$ cat config.mk
export PLATFORM = sky130hd
export DESIGN_NAME = fifo_drain_stream
export DESIGN_NICKNAME = d
export VERILOG_FILES = /design/src/rtl/fifo_drain_stream.sv
export SDC_FILE = /design/constraint.sdc
export NUM_CORES = 1
export LEC_CHECK = 0
export BUFFER_PORTS_ARGS = -buffer_cell sky130_fd_sc_hd__buf_2
export CORE_AREA = 2 2 67 69
export DETAILED_ROUTE_END_ITERATION = 8
export DIE_AREA = 0 0 69 71
export PLACE_DENSITY = 0.65
export RECOVER_POWER = 100
export SLEW_MARGIN = 0
export SYNTH_ARGS = -nofsm -noshare
export SYNTH_HDL_FRONTEND = slang
export SYNTH_SLANG_ARGS = --single-unit
$ cat constraint.sdc
create_clock -name clk_i -period 3.1 [get_ports clk_i]
set_input_delay 0.31 -clock clk_i [delete_from_list [all_inputs] [get_ports clk_i]]
set_output_delay 0.31 -clock clk_i [all_outputs]
set_load 0.005 [all_outputs]
$ cat src/rtl/fifo_drain_stream.sv
// Read-side engine for a synchronous FIFO: pops a programmed burst through the
// FIFO read port and streams it out over valid/ready via a 2-entry skid buffer.
module fifo_drain_stream #(
    parameter int WIDTH   = 8,
    parameter int BURST_W = 4
) (
    input  logic               clk_i,
    input  logic               rst_n_i,
    input  logic               start_i,
    input  logic [BURST_W-1:0] burst_len_i,
    output logic               busy_o,
    output logic               done_o,
    output logic [BURST_W:0]   words_left_o,
    output logic               fifo_cs_o,
    output logic               fifo_rd_en_o,
    input  logic               fifo_empty_i,
    input  logic [WIDTH-1:0]   fifo_data_i,
    output logic               m_valid_o,
    output logic [WIDTH-1:0]   m_data_o,
    input  logic               m_ready_i
);

    typedef enum logic [1:0] {
        ST_IDLE  = 2'd0,
        ST_RUN   = 2'd1,
        ST_DRAIN = 2'd2
    } state_t;

    localparam logic [BURST_W:0] CNT_ONE = (BURST_W+1)'(1);

    state_t             r_state;
    state_t             w_state_nxt;
    logic               w_done_nxt;
    logic [BURST_W:0]   r_issue_cnt;
    logic [BURST_W:0]   r_words_left;
    logic               r_inflight;
    logic [1:0]         r_buf_cnt;
    logic [WIDTH-1:0]   r_head;
    logic [WIDTH-1:0]   r_tail;
    logic               r_busy;
    logic               r_done;

    logic               w_accept;
    logic               w_last;
    logic               w_pop;
    logic               w_start;
    logic [2:0]         w_occ;
    logic [BURST_W:0]   w_len;

    assign w_accept = (r_buf_cnt != 2'd0) && m_ready_i;
    assign w_last   = w_accept && (r_words_left == CNT_ONE);
    assign w_start  = (r_state == ST_IDLE) && start_i;
    assign w_len    = (burst_len_i == '0) ? {1'b1, {BURST_W{1'b0}}}
                                          : {1'b0, burst_len_i};

    // A word leaving this cycle frees its slot, so the buffer can refill while streaming.
    assign w_occ = {1'b0, r_buf_cnt} + {2'b00, r_inflight} - {2'b00, w_accept};
    assign w_pop = (r_state == ST_RUN) && !fifo_empty_i
                   && (r_issue_cnt != '0) && (w_occ < 3'd2);

    assign fifo_rd_en_o = w_pop;
    assign fifo_cs_o    = r_busy;
    assign busy_o       = r_busy;
    assign done_o       = r_done;
    assign words_left_o = r_words_left;
    assign m_valid_o    = (r_buf_cnt != 2'd0);
    assign m_data_o     = r_head;

    // Next-state decode; the burst ends on the handshake of its final word.
    always_comb begin
        w_state_nxt = r_state;
        w_done_nxt  = 1'b0;
        case (r_state)
            ST_IDLE: begin
                if (start_i) begin
                    w_state_nxt = ST_RUN;
                end else begin
                    w_state_nxt = ST_IDLE;
                end
            end
            ST_RUN: begin
                if (w_last) begin
                    w_state_nxt = ST_IDLE;
                    w_done_nxt  = 1'b1;
                end else if (r_issue_cnt == '0) begin
                    w_state_nxt = ST_DRAIN;
                end else begin
                    w_state_nxt = ST_RUN;
                end
            end
            ST_DRAIN: begin
                if (w_last) begin
                    w_state_nxt = ST_IDLE;
                    w_done_nxt  = 1'b1;
                end else begin
                    w_state_nxt = ST_DRAIN;
                end
            end
            default: begin
                w_state_nxt = ST_IDLE;
                w_done_nxt  = 1'b0;
            end
        endcase
    end

    // Control registers: state, status flags and burst counters.
    always_ff @(posedge clk_i or negedge rst_n_i) begin
        if (!rst_n_i) begin
            r_state      <= ST_IDLE;
            r_busy       <= 1'b0;
            r_done       <= 1'b0;
            r_issue_cnt  <= '0;
            r_words_left <= '0;
            r_inflight   <= 1'b0;
        end else begin
            r_state    <= w_state_nxt;
            r_busy     <= (w_state_nxt != ST_IDLE);
            r_done     <= w_done_nxt;
            r_inflight <= w_pop;
            if (w_start) begin
                r_issue_cnt  <= w_len;
                r_words_left <= w_len;
            end else begin
                if (w_pop) begin
                    r_issue_cnt <= r_issue_cnt - CNT_ONE;
                end
                if (w_accept && (r_words_left != '0)) begin
                    r_words_left <= r_words_left - CNT_ONE;
                end
            end
        end
    end

    // Output buffer: FIFO data lands at the tail the cycle after its pop.
    always_ff @(posedge clk_i or negedge rst_n_i) begin
        if (!rst_n_i) begin
            r_buf_cnt <= 2'd0;
            r_head    <= '0;
            r_tail    <= '0;
        end else begin
            case (r_buf_cnt)
                2'd0: begin
                    if (r_inflight) begin
                        r_head    <= fifo_data_i;
                        r_buf_cnt <= 2'd1;
                    end
                end
                2'd1: begin
                    case ({r_inflight, w_accept})
                        2'b11: r_head <= fifo_data_i;
                        2'b10: begin
                            r_tail    <= fifo_data_i;
                            r_buf_cnt <= 2'd2;
                        end
                        2'b01: r_buf_cnt <= 2'd0;
                        default: r_buf_cnt <= 2'd1;
                    endcase
                end
                2'd2: begin
                    if (w_accept) begin
                        r_head <= r_tail;
                        if (r_inflight) begin
                            r_tail <= fifo_data_i;
                        end else begin
                            r_buf_cnt <= 2'd1;
                        end
                    end
                end
                default: r_buf_cnt <= 2'd0;
            endcase
        end
    end

endmodule

* Yosys cells after proc, flatten, opt, wreduce, memory -nomap -nowiden
Index checks and enable logic that the tools add are counted.
** Storage, ports and cells
- Logic and storage cells :: 77
- Input port bits :: 17
- Register bits after elaboration :: 33
** Operators by class
- Reductions and logical operators :: 24
- Muxes and demuxes :: 24
- $add $sub $neg :: 4
- Eq/ne operators :: 15
- $lt $le $gt $ge :: 1
** Operator list (count)
- 8-bit 2-to-1 mux :: 5
- 5-bit 2-to-1 mux :: 5
- 8-bit case mux with 3 select lines :: 1
- 2-bit case mux with 3 select lines :: 3
- 8-bit case mux with 2 select lines :: 1
- 2-bit 2-to-1 mux :: 6
- 2-bit inequality test, second input constant :: 6
- 4-bit AND reduction :: 3
- 2-bit nonzero test :: 5
- 5-bit nonzero test :: 2
- 5-bit by 1-bit subtractor with 5-bit output, second input constant :: 2
- 2-bit == test, second input constant :: 4
- 1-bit logical AND :: 7
- 2-bit by 1-bit == test with 1-bit output, second input constant :: 3
- 5-bit by 1-bit == test with 1-bit output, second input constant :: 1
- 5-bit zero test :: 1
- 2-bit zero test :: 2
- 4-bit zero test :: 1
- 2-bit by 1-bit adder with 3-bit output :: 1
- 3-bit by 2-bit < comparator with 1-bit output, second input constant :: 1
- 1-bit 2-to-1 mux :: 3
- 3-bit nonzero test :: 1
- 3-bit by 1-bit subtractor with 3-bit output :: 1
- 2-bit by 1-bit inequality test with 1-bit output, second input constant :: 1
- other kinds (2) :: 2

* Longest topological paths before layout
- Depth in word-level cells :: 7
- Mapped depth :: 10
- Mapped depth without buffers :: 8

* Worst setup path after synthesis
No wires, ideal clock.
- Kind :: reg-to-reg
- From :: register r_buf_cnt[1]
- To :: register r_issue_cnt[1]
- Stages on the path, launching flop included :: 11
- Period minus slack after synthesis :: 2.684 ns
- Required time :: 3.024 ns
- Arrival :: 2.608 ns
- Path slack :: 0.416 ns
- Setup time :: 0.076 ns
- Cell sequence :: dfrtp_1 buf_6 nor2b_1 buf_4 and2_1 o21ai_0 fa_1 nand2b_1 nor4b_4 mux2_2 o21ai_1
** Between the ends
- Word-level cells in the longest chain between the ends :: 6
** RTL lines
- start, declared :: line 37 : logic [1:0] r_buf_cnt;
- start signal, assigned :: line 137 : r_buf_cnt <= 2'd0;
- start signal, assigned :: line 145 : r_buf_cnt <= 2'd1;
- start signal, assigned :: line 153 : r_buf_cnt <= 2'd2;
- parallel branches: the longest is 2 deep, another holds 2-bit by 1-bit adder with 3-bit output
- 3-bit by 1-bit subtractor with 3-bit output * :: line 57 : assign w_occ = {1'b0, r_buf_cnt} + {2'b00, r_inflight} - {2'b00, w_accept};
- 3-bit by 2-bit < comparator with 1-bit output * :: line 59 : && (r_issue_cnt != '0) && (w_occ < 3'd2);
- 1-bit logical AND * :: line 59
- named net fifo_rd_en_o :: line 15 : output logic fifo_rd_en_o,
- 2-bit nonzero test (no line) *
- end signal, assigned :: line 121 : r_issue_cnt <= w_len;
- end signal, assigned :: line 125 : r_issue_cnt <= r_issue_cnt - CNT_ONE;
- end, declared :: line 34 : logic [BURST_W:0] r_issue_cnt;
Mark *: on every way through the listed nets, which the timed path passes.
A chain may end at the register's enable or synchronous reset.

* Worst setup path after layout
- From :: register r_buf_cnt[0]
- To :: output fifo_rd_en_o
** Between the ends
- Word-level cells in the longest chain between the ends :: 5
** RTL lines (line)
- parallel branches: the longest is 2 deep, another holds 2-bit by 1-bit adder with 3-bit output
- 3-bit by 1-bit subtractor with 3-bit output * :: 57
- 3-bit by 2-bit < comparator with 1-bit output * :: 59
- 1-bit logical AND * :: 59
- end, declared :: 15
Mark *: on every way between the ends.

==> results.json <==
{
  "dpl_cell_area_um2": 2020,
  "critPathMaxFanout": 9,
  "finalCritPeriodShare_pct": 90.2,
  "mappedNetlistArea_um2": 1800,
  "grt_pass1_wl_um": 5730,
  "nets": 233,
  "critical-path-slowest-cell": "nor4b_4",
  "syn_to_final_growth_pct": 14.8,
  "violations": "capacitance limit, slew limit",
  "worst_pin_slew_ns": 1.78,
  "leakage_nw": 0.928,
  "arrival_ns": 2.49,
  "fmax_mhz": 358,
  "whs_ns": 0.278,
  "grt_overflow": 0,
  "cts_max_level": 2,
  "pin_count": 35,
  "synthDistinctLibCells": 40,
  "power.total_mw": 1.96,
  "drt-total-wl_um": 3390,
  "post-cts-setup-buffers": 0,
  "io_buffer_count": 34,
  "yosysSeqAreaShare_pct": 45.9,
  "dpl.hpwl_um": 2480,
  "synth.area.top_cells": "dfrtp_1, ha_1, mux2_2, mux2i_1, a21oi_1",
  "slew_violations": 34,
  "grt_pass1_vias": 1295,
  "antenna_cells": 0,
  "cts_inserted_buffers": 5,
  "post_drt_wl_per_cell_um": 13.2,
  "design.core.area_um2": 4200,
  "synthFlopType": "dfrtp_1",
  "peakVddDrop_uv": 412,
  "grt_start_max_net_pins": 34,
  "setup_viol": 0,
  "ys.warnings.count": 0,
  "outcome": "finished, violations left",
  "synth_top_area_share_pct": 45.9,
  "chipWidth_um": 69,
  "layout-drive-gt1-share_pct": 23.9,
  "cts_max_path_buffers": 2,
  "r2r.worst_path.cells": 5,
  "cts-root-buf": "clkbuf_8",
  "powerDensity_nw_per_um2": 950,
  "row_count": 24,
  "setup_slack_ns": 0.303,
  "crit_chain": "nor2b_1, and2_1, o21ai_0, fa_1, nand2b_1, nor4b_4, clkbuf_1",
  "worst_clock_skew_ns": 0.00503,
  "cts-resized-gates": 0,
  "max-slew-margin-rel_pct": -18.4,
  "period_minus_slack_ns": 2.80,
  "path_clk_slew_ns": 0.07,
  "dp_slack_ns": 0.491,
  "gp_congestion": 0.787,
  "ys_seq_elements": 33,
  "hold_viol": 0,
  "die_h_um": 71,
  "globalRouteTotalUtil_pct": 14.6,
  "worstSkewPairLatency_ns": 0.28,
  "synth_edf_count": 0,
  "synth_area_leader_cell": "dfrtp_1",
  "avgSynthCellArea_um2": 10.8,
  "dr.pass1.iters": 4,
  "start_kind": "flop",
  "worstSetupPathType": "flop to output pin",
  "hold_class": "primary input to flop",
  "setup-tns-final_ns": 0,
  "start_util_pct": 42.8,
  "final_area_um2": 2070,
  "via_per_inst": 5.16,
  "antenna_found_initial": 0,
  "synthCells": 166,
  "cts_tree": "yes",
  "dieArea_um2": 4900,
  "worstPathRequired_ns": 2.79,
  "cts.hold.buffers_added": 0,
  "vias": 1326,
  "dr.first_iter.drc_count": 61,
  "end_kind": "output pin",
  "cpPeakStageDelay_ns": 0.55,
  "synth_nets": 195,
  "drc": 0,
  "antenna_left": 0,
  "cts_sinks": 33,
  "maxCapViolCount": 1,
  "synthArstFlopShare_pct": 100,
  "whs_path_depth": 2,
  "rsz0062_at_grt": "false"
}
[flip-flops by register name (all words and copies together), names as in the netlist]
register / flops
m_data_o: 8
r_tail: 8
r_issue_cnt: 5
words_left_o: 5
r_buf_cnt: 2
r_state: 2
busy_o: 1
done_o: 1
r_inflight: 1
[per-stage QoR]
step	util [%]	std cells
3_5_place_dp	48.0	249
3_3_place_gp	48.0	249
4_1_cts	50.0	257
5_1_grt	49.2	257
2_1_floorplan	-	166
6_report	49.2	257
[path summary, 6_finish.rpt]
| path | startpoint | to | slack, ns |
|---|---|---|---|
| max in group asynchronous | rst_n_i | words_left_o[0] | 1.57 |
| min in group asynchronous | rst_n_i | m_data_o[4] | 0.50 |
| worst max-delay path | r_buf_cnt[0] | fifo_rd_en_o | 0.30 |
| worst min-delay path | fifo_data_i[1] | r_tail[1] | 0.28 |
| worst max register to register | r_buf_cnt[0] | r_tail[3] | 0.42 |
| worst min register to register | r_tail[4] | r_tail[4] | 0.51 |
[cell usage in the layout, fill, tap and decap left out, drive strengths merged, types with 2 or more instances in the layout]
master   instances
nor4b            2
o21ai            8
inv              9
nor2b            3
mux2i           11
nor2            13
nor3             5
clkbuf          13
and2             3
a2bb2oi          2
xnor2            3
dfrtp           33
a211oi           2
nand3            2
clkinv           2
buf             30
and3             2
a21oi           16
o22ai            3
nand3b           3
mux2            10
nand2            6
ha              11
[routing by layer]
metal / GRT usage [%] / share of wire [%] / up-vias
li1: - / - / 671
met1: 18.6 / 46 / 614
met2: 24.9 / 48 / 37
met3: 3.85 / 5.5 / 4
met4: 3.27 / 0.86 / 0
met5: 0 / 0 / -
[critical path, delay by kind of cell (launching register included)]
family                     cells  cell delay [ns]
adders and majority gates      1             0.50
buffers and inverters          1             0.17
AOI/OAI and AO/OA              1             0.10
DFF                            1             0.46
and+or+nand+nor                4             0.98
[cell usage after synthesis, types with 2 or more instances]
cell,instances
dfrtp_1,33
buf_4,2
nor3_1,5
a2bb2oi_1,2
inv_1,9
o21ai_0,6
ha_1,11
nand3b_1,3
o22ai_1,3
nor2_1,13
nand2_1,6
mux2i_1,11
nor2b_1,3
buf_2,2
a211oi_1,2
nand3_1,2
and3_1,2
a21oi_1,16
xnor2_1,3
mux2_2,10
and2_1,3
[area by class of cell]
class                      count  area, um2
fill                         413       2140
multi-input combinational    118        883
sequential                    33        826
timing repair buffer          37        176
clock buffer                   6       72.6
tap                           52       65.1
inverter                       9       33.8
clock inverter                 2       10.0
[power breakdown]
part           internal, mW  switching (mW)  total [mW]
registers             0.633           0.143       0.776
logic                 0.431           0.450       0.880
clock network         0.155           0.151       0.306
total                  1.22           0.744        1.96
[cells by family (layout without fill, tap and decap cells)]
| kind of cell | after synthesis | in the layout | share of synthesized area [%] |
|---|---|---|---|
| AO/OA/AOI/OAI | 36 | 36 | 12.6 |
| multiplexers | 21 | 21 | 12.4 |
| flip-flops | 33 | 33 | 45.9 |
| AND/OR/NAND/NOR | 45 | 45 | 14.4 |
| adder cells (fa/ha/maj) | 12 | 12 | 8.76 |
| buffers and inverters | 15 | 54 | 4.10 |
| XOR/XNOR | 4 | 4 | 1.95 |
Power figures use the tool's default switching activity.
